**config.mk**
```make
export PLATFORM = sky130hd
export DESIGN_NAME = uart_rx
export DESIGN_NICKNAME = d
export VERILOG_FILES = /design/src/rtl/uart_rx.sv
export SDC_FILE = /design/constraint.sdc
export NUM_CORES = 1
export LEC_CHECK = 0
export ABC_AREA = 1
export CORE_MARGIN = 1
export CORE_UTILIZATION = 46
export CTS_CLUSTER_DIAMETER = 200
export DETAILED_ROUTE_END_ITERATION = 6
export GPL_ROUTABILITY_DRIVEN = 0
export PLACE_DENSITY = 0.72
export SLEW_MARGIN = 10
export SYNTH_ARGS = -nofsm -noshare
export SYNTH_HDL_FRONTEND = slang
export SYNTH_SLANG_ARGS = --single-unit
```
**constraint.sdc**
```tcl
create_clock -name clk -period 3.2 [get_ports clk]
set_input_delay 0.48 -clock clk [delete_from_list [all_inputs] [get_ports clk]]
set_output_delay 0.48 -clock clk [all_outputs]
set_load 0.03 [all_outputs]
```
**src/rtl/uart_rx.sv**
```systemverilog
// 8N1 UART receiver (8E1 when UART_RX_PARITY_EN is defined) feeding a small FIFO. A byte is
// visible on rx_valid 1 cycle after its stop-bit sample; the FIFO drops new bytes (overrun) when full and not popping.
module uart_rx #(
   parameter int CLKS_PER_BIT = 868,
   parameter int FIFO_DEPTH   = 4
) (
   input  logic       clk,
   input  logic       n_reset,
   input  logic       rxd,
   output logic [7:0] rx_data,
   output logic       rx_valid,
   input  logic       rx_ready,
   output logic       frame_err,
   output logic       parity_err,
   output logic       overrun
);

   localparam int BW = $clog2(CLKS_PER_BIT);
   localparam int PW = $clog2(FIFO_DEPTH);
   localparam logic [BW-1:0] BAUD_LAST = BW'(CLKS_PER_BIT - 1);
   localparam logic [BW-1:0] HALF_LAST = BW'(CLKS_PER_BIT / 2 - 1);
   localparam logic [PW:0]   CNT_FULL  = (PW + 1)'(FIFO_DEPTH);

   typedef enum logic [2:0] {
      S_IDLE,
      S_START,
      S_DATA,
`ifdef UART_RX_PARITY_EN
      S_PARITY,
`endif
      S_STOP,
      S_BREAK
   } state_t;

   state_t          r_state;
   logic            r_sync1, r_sync2;
   logic [BW-1:0]   r_baud;
   logic [2:0]      r_bit;
   logic [7:0]      r_shift;
   logic [7:0]      r_mem [FIFO_DEPTH];
   logic [PW-1:0]   r_wr, r_rd;
   logic [PW:0]     r_count;
   logic            r_frame_err, r_overrun;
   logic            w_rxs, w_baud_done, w_stop_smp, w_par_err;
   logic            w_good, w_full, w_push, w_pop;

   assign w_rxs       = r_sync2;
   assign w_baud_done = (r_baud == BAUD_LAST);
   assign w_stop_smp  = (r_state == S_STOP) && w_baud_done;
   assign w_full      = (r_count == CNT_FULL);
   assign w_pop       = rx_valid && rx_ready;
   assign w_good      = w_stop_smp && w_rxs && !w_par_err;
   // A full FIFO still takes the byte when the head leaves in the same cycle.
   assign w_push      = w_good && (!w_full || w_pop);

   assign rx_valid  = (r_count != '0);
   assign rx_data   = r_mem[r_rd];
   assign frame_err = r_frame_err;
   assign overrun   = r_overrun;

`ifdef UART_RX_PARITY_EN
   logic r_par, r_parity_err;
   assign w_par_err  = ^{r_shift, r_par};
   assign parity_err = r_parity_err;

   always_ff @(posedge clk or negedge n_reset) begin
      if (!n_reset) begin
         r_parity_err <= 1'b0;
      end else begin
         r_parity_err <= w_stop_smp && w_rxs && w_par_err;
      end
   end
`else
   assign w_par_err  = 1'b0;
   assign parity_err = 1'b0;
`endif

   always_ff @(posedge clk or negedge n_reset) begin
      if (!n_reset) begin
         r_sync1 <= 1'b1;
         r_sync2 <= 1'b1;
      end else begin
         r_sync1 <= rxd;
         r_sync2 <= r_sync1;
      end
   end

   always_ff @(posedge clk or negedge n_reset) begin
      if (!n_reset) begin
         r_state     <= S_IDLE;
         r_baud      <= '0;
         r_bit       <= '0;
         r_shift     <= '0;
`ifdef UART_RX_PARITY_EN
         r_par       <= 1'b0;
`endif
         r_frame_err <= 1'b0;
         r_overrun   <= 1'b0;
      end else begin
         r_frame_err <= w_stop_smp && !w_rxs;
         r_overrun   <= w_good && w_full && !w_pop;
         case (r_state)
            S_IDLE: begin
               if (!w_rxs) begin
                  r_baud  <= '0;
                  r_state <= S_START;
               end
            end
            S_START: begin
               if (r_baud == HALF_LAST) begin
                  r_baud  <= '0;
                  r_bit   <= '0;
                  r_state <= w_rxs ? S_IDLE : S_DATA;
               end else begin
                  r_baud <= r_baud + 1'b1;
               end
            end
            S_DATA: begin
               if (w_baud_done) begin
                  r_baud  <= '0;
                  r_shift <= {w_rxs, r_shift[7:1]};
                  r_bit   <= r_bit + 1'b1;
                  if (r_bit == 3'd7) begin
`ifdef UART_RX_PARITY_EN
                     r_state <= S_PARITY;
`else
                     r_state <= S_STOP;
`endif
                  end
               end else begin
                  r_baud <= r_baud + 1'b1;
               end
            end
`ifdef UART_RX_PARITY_EN
            S_PARITY: begin
               if (w_baud_done) begin
                  r_baud  <= '0;
                  r_par   <= w_rxs;
                  r_state <= S_STOP;
               end else begin
                  r_baud <= r_baud + 1'b1;
               end
            end
`endif
            S_STOP: begin
               if (w_baud_done) begin
                  r_baud  <= '0;
                  r_state <= w_rxs ? S_IDLE : S_BREAK;
               end else begin
                  r_baud <= r_baud + 1'b1;
               end
            end
            S_BREAK: begin
               if (w_rxs) r_state <= S_IDLE;
            end
            default: r_state <= S_IDLE;
         endcase
      end
   end

   always_ff @(posedge clk or negedge n_reset) begin
      if (!n_reset) begin
         for (int i = 0; i < FIFO_DEPTH; i++) r_mem[i] <= '0;
         r_wr    <= '0;
         r_rd    <= '0;
         r_count <= '0;
      end else begin
         if (w_push) begin
            r_mem[r_wr] <= r_shift;
            r_wr        <= r_wr + 1'b1;
         end
         if (w_pop) r_rd <= r_rd + 1'b1;
         case ({w_push, w_pop})
            2'b10:   r_count <= r_count + 1'b1;
            2'b01:   r_count <= r_count - 1'b1;
            default: r_count <= r_count;
         endcase
      end
   end

endmodule

```
==> summary.md <==
| Metric | Value |
|---|---|
| Pin count of the biggest net entering global routing | `40` |
| First-pass DRT Iterations | `4` |
| Tmin final | `2.73 ns` |
| Cell variety after synth | `30` |
| Clock Sinks | `67` |
| Post-DR wirelength/cell | `12.6 um` |
| Fmax | `367 MHz` |
| DRC errors left | `0` |
| Status | `finished clean` |
| Critical register-to-register path endpoint | `r_count[1]$_DFFE_PN0P_` |
| WS Path Type | `flip-flop to primary output` |
| Yosys top cell area share | `49.6%` |
| Syn_area_per_cell | `8.91 um^2` |
| Max FO, Critical Path | `16` |
| CTS Buffer Depth | `2` |
| Pwr per Cell Area | `643 mW/mm^2` |
| Headroom to the max-slew limit | `60.0%` |
| Die Y | `86.4 um` |
| Final net count | `401` |
| Number of synthesized flops with an enable pin | `0` |
| Seq/Total Area, Yosys | `51.2%` |
| Placed Cells | `472` |
| Min Hold Slack | `0.151 ns` |
| Fin. Hold Viols | `0` |
| Initial DRC count | `133` |
| Syn nets | `382` |
| Cell area after synthesis | `0.00328 mm^2` |
| Register bit count reported by yosys | `67` |
| Total routed wirelength | `6.16 mm` |
| Initial antenna violation count | `0` |
| Fraction of layout cells with a size suffix above 1 | `11.7%` |
| Ports | `16` |
| Area Growth Syn to Fin | `13.6%` |
| Vias | `2510` |
| Synth area leaders | `dfrtp_1, nand2_1, o21ai_0, nor2_1, inv_1` |
| Top_reg_cell synth | `dfrtp_1` |
| Critical path required time | `2.72 ns` |
| Final Core Density | `54.5%` |
| Final setup fails | `0` |
| Worst R2R Start | `r_baud[0]$_DFFE_PN0P_` |
| Startpoint Class | `flip-flop` |
| Tightest Hold Check Type | `input pin to async pin` |
| Vias in the first global route | `2387` |
| ANT cells | `0` |
| Setup TNS | `0 ns` |
| Worst Max-Slew Pin Slew | `0.600 ns` |
| Reg2reg setup slack | `0.92 ns` |
| CTS tree | `built` |
| Hpwl dp | `4.22 mm` |
| Layout Cells excl Fill | `488` |
| First-pass GRT wire length | `10.9 mm` |
| Async SR Flop Fraction | `100%` |
| Full die area | `0.00747 mm^2` |
| Data arrival, critical path | `2.25 ns` |
| Std-Cell Rows | `30` |
| Worst-Skew Late Latency | `0.34 ns` |
| # hold bufs at CTS | `0` |
| Post-synth top cells | `nand2_1, dfrtp_1, nor2_1` |
| Initial core utilization | `48.0%` |
| H-tree levels | `3` |
| Post-Place Setup Slack | `0.604 ns` |
| Leak pwr | `1.72 nW` |
| Post-DRT Antenna Nets | `0` |
| Setup Buffers After CTS | `0` |
| Most numerous cell in the Yosys netlist | `nand2_1` |
| RSZ-0062 raised after global routing | `no` |
| Clock Skews | `0.0122 ns` |
| Root Buffer | `clkbuf_8` |
| Clk slew on worst S/H paths | `0.08 ns` |
| Via/cell ratio | `5.14` |
| Residual overflow from global routing | `0` |
| Worst reg2reg path depth | `10` |
| Core Area | `0.00683 mm^2` |
| CP Capture Type | `primary output` |
| Port bufs | `14` |
| Yosys Warn Count | `0` |
| Fill cell count | `624` |
| Number of max-cap violations | `0` |
| Max-slew violations | `0` |
| Peak VDD IR | `0.000276 V` |
| Chip width | `86.4 um` |
| Tcrit/Tclk final | `85.2%` |
| Synth Instances | `368` |
| Final Worst Setup Slack | `0.473 ns` |
| Post-synth top area cell | `dfrtp_1` |
| Cts bufs inserted | `9` |
| GRT Total Usage | `18.9%` |
| Post_cts resized | `0` |
[per-stage QoR]
step           total power [W]  instance area (um^2)
6_report               0.00240                  3730
5_1_grt                0.00253                  3730
4_1_cts                0.00242                  3730
3_5_place_dp           0.00161                  3490
3_3_place_gp           0.00160                  3490
2_1_floorplan          0.00137                  3280
[state kept, by name, indices dropped and copies added (netlist names)]
signal	flops
r_sync1	1
overrun	1
r_rd	2
r_mem	32
frame_err	1
r_wr	2
r_sync2	1
r_bit	3
r_count	3
r_shift	8
r_state	3
r_baud	10
[routing by layer]
layer	track usage, %	vias to the layer above	routed length, um
met5	0	-	0
met4	8.79	0	113
met3	3.81	10	251
met2	31.1	49	2990
met1	24.2	1208	2810
li1	-	1243	-
[final cells by class]
type	instances	area [um^2]	share of cell area [%]
well taps	96	120	3.22
clock buffers	11	151	4.06
clock inverters	5	85.1	2.28
multi-input cells	252	1380	37.1
flip-flops and latches	67	1680	45.1
inverters	40	150	4.03
repair buffers	17	158	4.23
[placed cells by master, fill, tap and decap left out, types with 2 or more instances in the layout]
cell type	count
o22ai_1	8
o21ai_2	6
clkdlybuf4s50_1	13
nand3_1	9
nor2_1	38
clkbuf_8	11
nand2_1	75
ha_1	9
xor2_1	7
nand3_2	3
dfstp_2	2
nor3_1	4
clkinv_4	2
o21ai_0	37
dfrtp_1	65
nor2_4	2
inv_2	3
bufinv_16	2
a21oi_1	6
o21ai_1	26
inv_1	37
nand3_4	4
nor2_2	2
nand2_2	2
buf_4	3
nand4_1	8
[how the worst max path moves through the flow]
| stage | from | end | slack, ns |
|---|---|---|---|
| floorplan | r_baud[0]$_DFFE_PN0P_ | r_count[2]$_DFFE_PN0P_ | 1.09 |
| global placement | rx_ready | r_count[2]$_DFFE_PN0P_ | 0.67 |
| detailed placement | rx_ready | r_count[2]$_DFFE_PN0P_ | 0.60 |
| CTS | r_rd[0]$_DFFE_PN0P_ | rx_data[4] | 0.47 |
| global route | r_rd[0]$_DFFE_PN0P_ | rx_data[1] | 0.33 |
| finish | r_rd[0]$_DFFE_PN0P_ | rx_data[4] | 0.47 |
[critical path, stage by stage, from the launching register on]
cell and delay (ns):
dfrtp_1 0.49, inv_1 0.40, o21ai_0 0.14, o22ai_1 0.17, clkdlybuf4s50_1 0.71
[cells by family after synthesis]
kind of cell               after synthesis  synth area share [%]
DFF                                     67                  51.2
muxes                                    1                 0.305
adders and majority gates               10                  4.04
and+or+nand+nor                        149                  21.9
other                                    1                 0.114
xor gates and xnor gates                 8                  2.14
AOI/OAI and AO/OA                       83                  13.7
buffers and inverters                   49                  6.64
[report_power, final]
group	internal (W)	total [W]	switching, W
Clock	0.000484	0.000806	0.000322
Sequential	0.000883	0.000937	0.0000542
Combinational	0.000251	0.000653	0.000402
Total	0.00162	0.00240	0.000779
Power figures use the tool's default switching activity.
